--- src/rtl/redux_v_pkg.sv ---
// Shared Redux-V definitions: instruction width, NOP encoding and the
// instruction-memory state enumeration.
package redux_v_pkg;

    localparam int LARGURA_INSTR = 8;

    typedef logic [LARGURA_INSTR-1:0] instr_t;

    localparam instr_t NOP_INSTR = '0;

    typedef enum logic {
        LIMPANDO = 1'b0,
        PRONTO   = 1'b1
    } estado_mem_t;

endpackage

--- src/rtl/banco_memoria_1r1w.sv ---
// Storage array with per-word loaded bits; synchronous 1R1W port pair,
// read-before-write on a same-address collision.
module banco_memoria_1r1w #(
    parameter int LARGURA = 8,
    parameter int PROFUNDIDADE = 256,
    parameter int LARGURA_END = $clog2(PROFUNDIDADE),
    parameter logic [LARGURA-1:0] NOP = '0
) (
    input  logic                   clk,
    input  logic                   rst,
    input  logic                   re,
    input  logic                   rfora,
    input  logic [LARGURA_END-1:0] raddr,
    output logic [LARGURA-1:0]     rdata,
    output logic                   rcarregado,
    input  logic                   we,
    input  logic [LARGURA_END-1:0] waddr,
    input  logic [LARGURA-1:0]     wdata,
    input  logic                   wcarregado
);

    logic [LARGURA-1:0]      mem [PROFUNDIDADE];
    logic [PROFUNDIDADE-1:0] carregado;

    // The array has no reset; the post-reset sweep clears it instead.
    always_ff @(posedge clk) begin
        if (we) begin
            mem[waddr]       <= wdata;
            carregado[waddr] <= wcarregado;
        end
    end

    always_ff @(posedge clk or posedge rst) begin
        if (rst) begin
            rdata      <= NOP;
            rcarregado <= 1'b0;
        end else if (re) begin
            if (rfora) begin
                rdata      <= NOP;
                rcarregado <= 1'b0;
            end else begin
                rdata      <= mem[raddr];
                rcarregado <= carregado[raddr];
            end
        end
    end

endmodule

--- src/rtl/memoria_instrucoes_sinc.sv ---
// Clocked instruction memory for the fetch stage: post-reset clear sweep,
// run-time load port and synchronous read with valid/end-of-program flags.
module memoria_instrucoes_sinc
    import redux_v_pkg::*;
#(
    parameter int LARGURA = LARGURA_INSTR,
    parameter int PROFUNDIDADE = 256,
    parameter int LARGURA_END = $clog2(PROFUNDIDADE),
    parameter logic [LARGURA-1:0] NOP = {LARGURA{1'b0}}
) (
    input  logic                   clk,
    input  logic                   rst,
    input  logic                   ler,
    input  logic [LARGURA_END-1:0] endereco,
    output logic [LARGURA-1:0]     instrucao,
    output logic                   instrucao_valida,
    output logic                   fim_programa,
    input  logic                   escrever,
    input  logic [LARGURA_END-1:0] end_escrita,
    input  logic [LARGURA-1:0]     dado_escrita,
    output logic                   pronto
);

    localparam logic [LARGURA_END:0]   PROF_L = (LARGURA_END+1)'(PROFUNDIDADE);
    localparam logic [LARGURA_END-1:0] ULTIMO = LARGURA_END'(PROFUNDIDADE - 1);

    estado_mem_t            estado;
    logic [LARGURA_END-1:0] cnt;
    logic                   limpando;
    logic                   rd_ok;
    logic                   wr_ok;
    logic                   re;
    logic                   we;
    logic [LARGURA_END-1:0] waddr;
    logic [LARGURA-1:0]     wdata;
    logic [LARGURA-1:0]     rdata;
    logic                   rcarregado;

    assign limpando = (estado == LIMPANDO);
    assign rd_ok    = ({1'b0, endereco} < PROF_L);
    assign wr_ok    = ({1'b0, end_escrita} < PROF_L);

    assign re    = ler & pronto;
    assign we    = limpando | (escrever & pronto & wr_ok);
    assign waddr = limpando ? cnt : end_escrita;
    assign wdata = limpando ? NOP : dado_escrita;

    banco_memoria_1r1w #(
        .LARGURA      (LARGURA),
        .PROFUNDIDADE (PROFUNDIDADE),
        .LARGURA_END  (LARGURA_END),
        .NOP          (NOP)
    ) u_banco (
        .clk        (clk),
        .rst        (rst),
        .re         (re),
        .rfora      (~rd_ok),
        .raddr      (endereco),
        .rdata      (rdata),
        .rcarregado (rcarregado),
        .we         (we),
        .waddr      (waddr),
        .wdata      (wdata),
        .wcarregado (~limpando)
    );

    always_ff @(posedge clk or posedge rst) begin
        if (rst) begin
            estado           <= LIMPANDO;
            cnt              <= '0;
            pronto           <= 1'b0;
            instrucao_valida <= 1'b0;
        end else begin
            unique case (estado)
                LIMPANDO: begin
                    cnt              <= cnt + 1'b1;
                    instrucao_valida <= 1'b0;
                    if (cnt == ULTIMO) begin
                        estado <= PRONTO;
                        pronto <= 1'b1;
                    end
                end
                PRONTO: begin
                    instrucao_valida <= ler;
                end
                default: begin
                    estado <= LIMPANDO;
                end
            endcase
        end
    end

    // Read registers hold between requests, so instrucao keeps its last value.
    assign instrucao    = rcarregado ? rdata : NOP;
    assign fim_programa = instrucao_valida & ~rcarregado;

endmodule

--- config.mk ---
export PLATFORM = sky130hd
export DESIGN_NAME = memoria_instrucoes_sinc
export DESIGN_NICKNAME = d
export VERILOG_FILES = /design/src/rtl/redux_v_pkg.sv /design/src/rtl/banco_memoria_1r1w.sv /design/src/rtl/memoria_instrucoes_sinc.sv
export SDC_FILE = /design/constraint.sdc
export NUM_CORES = 2
export LEC_CHECK = 0
export ABC_AREA = 1
export CORE_ASPECT_RATIO = 0.5
export CORE_MARGIN = 2
export CORE_UTILIZATION = 40
export DETAILED_ROUTE_END_ITERATION = 10
export PLACE_DENSITY = 0.64
export SETUP_SLACK_MARGIN = 0.3
export SLEW_MARGIN = 20
export SYNTH_ARGS = -nofsm -noshare
export SYNTH_HDL_FRONTEND = slang
export SYNTH_SLANG_ARGS = --single-unit
--- constraint.sdc ---
create_clock -name clk -period 22.5 [get_ports clk]
set_input_delay 2.25 -clock clk [delete_from_list [all_inputs] [get_ports clk]]
set_output_delay 2.25 -clock clk [all_outputs]
set_load 0.02 [all_outputs]
==> report_table.html <==
<table>
<tr><th>Metric</th><th>Value</th></tr>
<tr><th colspan="2">Status</th></tr>
<tr><td>Run status</td><td>finished clean</td></tr>
<tr><th colspan="2">Drt</th></tr>
<tr><td>First-pass iteration count of the detailed router</td><td>7</td></tr>
<tr><td>Drt first-iter violations</td><td>8,280</td></tr>
<tr><td>Wire per inst</td><td>23.6 um</td></tr>
<tr><td>Via density</td><td>5.61</td></tr>
<tr><td>Remaining antenna violation count</td><td>0</td></tr>
<tr><td>Number of vias after detailed routing</td><td>61,900</td></tr>
<tr><td>Remaining DRCs</td><td>0</td></tr>
<tr><td>Detailed Route WL</td><td>261 mm</td></tr>
<tr><th colspan="2">Synth</th></tr>
<tr><td>Average cell area after synthesis</td><td>11.9 um2</td></tr>
<tr><td>Number of standard cells after synthesis</td><td>7,931</td></tr>
<tr><td>Async set or reset register ratio after synthesis</td><td>0.861%</td></tr>
<tr><td>Post-synth top flop</td><td>edfxtp_1</td></tr>
<tr><td>Flip-flop and latch count after synthesis</td><td>2,324</td></tr>
<tr><td>Area of the mapped netlist</td><td>0.0944 mm2</td></tr>
<tr><td>Yosys warnings</td><td>0</td></tr>
<tr><td>Number of distinct library cells after synthesis</td><td>31</td></tr>
<tr><td>Post-Syn Nets</td><td>7,960</td></tr>
<tr><td>EDFF count, synth</td><td>2,304</td></tr>
<tr><td>Post-synthesis sequential area ratio</td><td>73.8%</td></tr>
<tr><th colspan="2">Critical path</th></tr>
<tr><td>Critical path class</td><td>in2reg</td></tr>
<tr><td>Endpoint arrival time on the critical path</td><td>6740 ps</td></tr>
<tr><td>Slowest CP cell</td><td>buf_4</td></tr>
<tr><td>Most repeated library cell on the critical path</td><td>nand3_1</td></tr>
<tr><td>List of cells traversed by the critical path</td><td>buf_8 &gt; inv_16 &gt; buf_12 &gt; buf_4 &gt; nand2_1 &gt; nand3_1 &gt; nand3_1 &gt; nand3_1 &gt; nand3_1 &gt; nand3_1 &gt; nand3_1 &gt; nand3_1 &gt; nand3_1 &gt; nand2_1</td></tr>
<tr><td>Launching element type of the critical path</td><td>input port</td></tr>
<tr><td>Largest stage delay on the critical path</td><td>940 ps</td></tr>
<tr><td>Type of destination of the critical path</td><td>register</td></tr>
<tr><td>Worst-path maximum fanout</td><td>177</td></tr>
<tr><td>Worst R2R Path Depth</td><td>5</td></tr>
<tr><td>Required time at the worst-slack endpoint</td><td>23,280 ps</td></tr>
<tr><th colspan="2">Clock tree</th></tr>
<tr><td>PostCTS Resize Cnt</td><td>0</td></tr>
<tr><td>Worst-path clk slew</td><td>60 ps</td></tr>
<tr><td>Number of clock buffers inserted by TritonCTS</td><td>214</td></tr>
<tr><td>Maximum buffer depth of the clock tree</td><td>4</td></tr>
<tr><td># Post-CTS Setup Buffers</td><td>0</td></tr>
<tr><td>Insertion delay to the later sink of the worst-skew pair</td><td>870 ps</td></tr>
<tr><td>CTS Sinks</td><td>2,324</td></tr>
<tr><td>Number of hold buffers added after cts</td><td>0</td></tr>
<tr><td>Clock tree from TritonCTS</td><td>yes</td></tr>
<tr><td>Number of H-tree levels</td><td>4</td></tr>
<tr><td>CTS root buffer</td><td>clkbuf_16</td></tr>
<tr><th colspan="2">Floorplan</th></tr>
<tr><td>Count of standard-cell rows</td><td>126</td></tr>
<tr><td>Area enclosed by the die boundary</td><td>0.240 mm2</td></tr>
<tr><td>Starting density of the core</td><td>40.1%</td></tr>
<tr><td>Overall die width</td><td>691 um</td></tr>
<tr><td>Std-Cell Core Area</td><td>0.235 mm2</td></tr>
<tr><td>Die Y-Extent</td><td>347 um</td></tr>
<tr><td>I/O pins</td><td>39</td></tr>
<tr><th colspan="2">Power</th></tr>
<tr><td>Pwr per Cell Area</td><td>83.1 mW/mm2</td></tr>
<tr><td>Maximum VDD drop</td><td>59.3 uV</td></tr>
<tr><td>Relative contribution of the clock network to total power</td><td>40.3%</td></tr>
<tr><td>Internal power</td><td>6.69 mW</td></tr>
<tr><td>Switch share</td><td>22.2%</td></tr>
<tr><td>Sequential cell fraction of total power</td><td>54.5%</td></tr>
<tr><td>Sw Pwr</td><td>1.91 mW</td></tr>
<tr><td>Share of total power in combinational logic</td><td>5.2%</td></tr>
<tr><td>Static leakage</td><td>34.4 nW</td></tr>
<tr><th colspan="2">Global route</th></tr>
<tr><td>Global-route wire length before repair</td><td>382 mm</td></tr>
<tr><td>Vias in the first global route</td><td>57,300</td></tr>
<tr><td>Overall global routing resource usage</td><td>21.0%</td></tr>
<tr><td>Leftover overflow at the end of global routing</td><td>0</td></tr>
<tr><td>Pin count of the biggest net entering global routing</td><td>211</td></tr>
<tr><td>Initial antenna violation count</td><td>10</td></tr>
<tr><th colspan="2">Hold path</th></tr>
<tr><td>Path type of the worst min-delay path</td><td>reg2reg</td></tr>
<tr><td>Hold path depth</td><td>1</td></tr>
<tr><th colspan="2">Placement</th></tr>
<tr><td>Number of buffer cells added on primary ports</td><td>38</td></tr>
<tr><td>DP HPWL</td><td>142 mm</td></tr>
<tr><td>Placer's final routability congestion estimate</td><td>0.882</td></tr>
<tr><th colspan="2">Timing</th></tr>
<tr><td>Hold Vio Cnt, Final</td><td>0</td></tr>
<tr><td>Pins over their slew limit</td><td>0</td></tr>
<tr><td>Endpoints failing setup</td><td>0</td></tr>
<tr><td>Minimum clock period after layout</td><td>5960 ps</td></tr>
<tr><td>Slew headroom</td><td>16.6%</td></tr>
<tr><td>Setup TNS after final layout</td><td>0 ps</td></tr>
<tr><td>Fmax</td><td>168 MHz</td></tr>
<tr><td>Post-Route Skew</td><td>59.3 ps</td></tr>
<tr><td>Final cycle utilization of the critical path</td><td>26.5%</td></tr>
<tr><td>Measured slew at the worst slew-check pin</td><td>1250 ps</td></tr>
<tr><td>Setup repair after global routing missed its margin</td><td>no</td></tr>
<tr><th colspan="2">Layout</th></tr>
<tr><td>Relative area change from synthesis to final layout</td><td>9.56%</td></tr>
<tr><td>Fin util</td><td>44.0%</td></tr>
<tr><td>Net count, final</td><td>7,764</td></tr>
<tr><td>Layout fillers</td><td>21,200</td></tr>
<tr><td>Proportion of layout cells with a drive suffix above 1</td><td>5.32%</td></tr>
<tr><th colspan="2">Flow run</th></tr>
<tr><td>Number of max-cap violations</td><td>0</td></tr>
</table>
## cell usage in the layout (no fill, tap or decap), types with 33 or more instances in the layout
cell / n
clkbuf_16: 218
clkinv_1: 53
edfxtp_1: 2304
inv_1: 47
nand3_1: 2298
clkinv_2: 33
nand2_1: 2366
buf_4: 82
clkbuf_1: 58
nor2_1: 282
## power by group through the flow
stage / combinational (mW) / sequential (mW) / clock (mW)
after detailed placement: 0.438 / 4.78 / 0
final: 0.446 / 4.68 / 3.47
after global routing: 0.486 / 4.68 / 3.65
after CTS: 0.439 / 4.68 / 3.49
after floorplan: 0.298 / 4.78 / 0
after global placement: 0.435 / 4.78 / 0
## cells in the mapped netlist, drive strengths merged (2+ instances only)
cell       n  share of area, %
inv       65              0.26
nand2   2386               9.5
nor2     291               1.2
edfxtp  2304                73
clkbuf    57              0.23
nand3   2298                12
clkinv     4             0.016
xnor2      2             0.019
buf      482               2.6
dfrtp     20              0.53
o21ai      7             0.049
xor2       4             0.037
or2        4             0.027
## kinds of logic after synthesis
group / count (synthesis) / synth area share, %
compound gates: 10 / 0.0703
fa+ha+maj: 1 / 0.0133
simple gates: 4982 / 22.9
flops: 2324 / 73.8
xor+xnor: 6 / 0.0557
buf+inv: 608 / 3.11
## final timing paths
path	from	end	slack (ps)
max	endereco[0]	u_banco.rdata[5]$_DFFE_PP0P_	16540
min	cnt[4]$_DFFE_PP0N_	cnt[4]$_DFFE_PP0N_	500
max reg2reg	estado$_DFF_PP0_	u_banco.mem[254][3]$_DFFE_PP_	17460
min reg2reg	cnt[4]$_DFFE_PP0N_	cnt[4]$_DFFE_PP0N_	500
max in group asynchronous	rst	estado$_DFF_PP0_	20240
min in group asynchronous	rst	pronto$_DFFE_PP0P_	1780
## per-layer routing
layer | share of wire (%) | vias up | track usage (%)
li1 | - | 27700 | -
met1 | 42 | 30600 | 30.1
met2 | 45 | 3123 | 32.4
met3 | 9.9 | 462 | 4.05
met4 | 3.2 | 4 | 6.89
met5 | 0.011 | - | 0
## critical path: cells and delay by family
kind | cells | cell delay [ps]
simple gates | 10 | 1720
buf+inv | 4 | 2320
## per-stage QoR
stage          hold slack (ps)  cell area, um2  setup slack [ps]  power, mW  std cells
2_1_floorplan              449           94400             14810       5.07       7931
3_3_place_gp               477           96900             15850       5.21      10700
3_5_place_dp               479           96900             15830       5.21      10700
4_1_cts                    495          103000             16720       8.61      11000
5_1_grt                    519          103000             16390       8.81      11000
6_report                   505          103000             16540       8.59      11000
## flip-flops by register name (all words and copies together) (netlist names)
signal and cells:
estado 1, u_banco.mem 2048, u_banco.rdata 8, cnt 8, u_banco.rcarregado 1, instrucao_valida 1
pronto 1, u_banco.carregado 256
## final cells by class
class	instances	area, um2	share of cell area (%)
antenna	7	17.5	0.0169
clock buffer	279	5710	5.53
clock inverter	100	722	0.698
inverter	69	355	0.344
multi-input combinational	4999	21800	21.1
sequential	2324	69700	67.4
tap	3136	3920	3.79
timing repair buffer	127	1160	1.13
(Power assumes the default switching activity.)
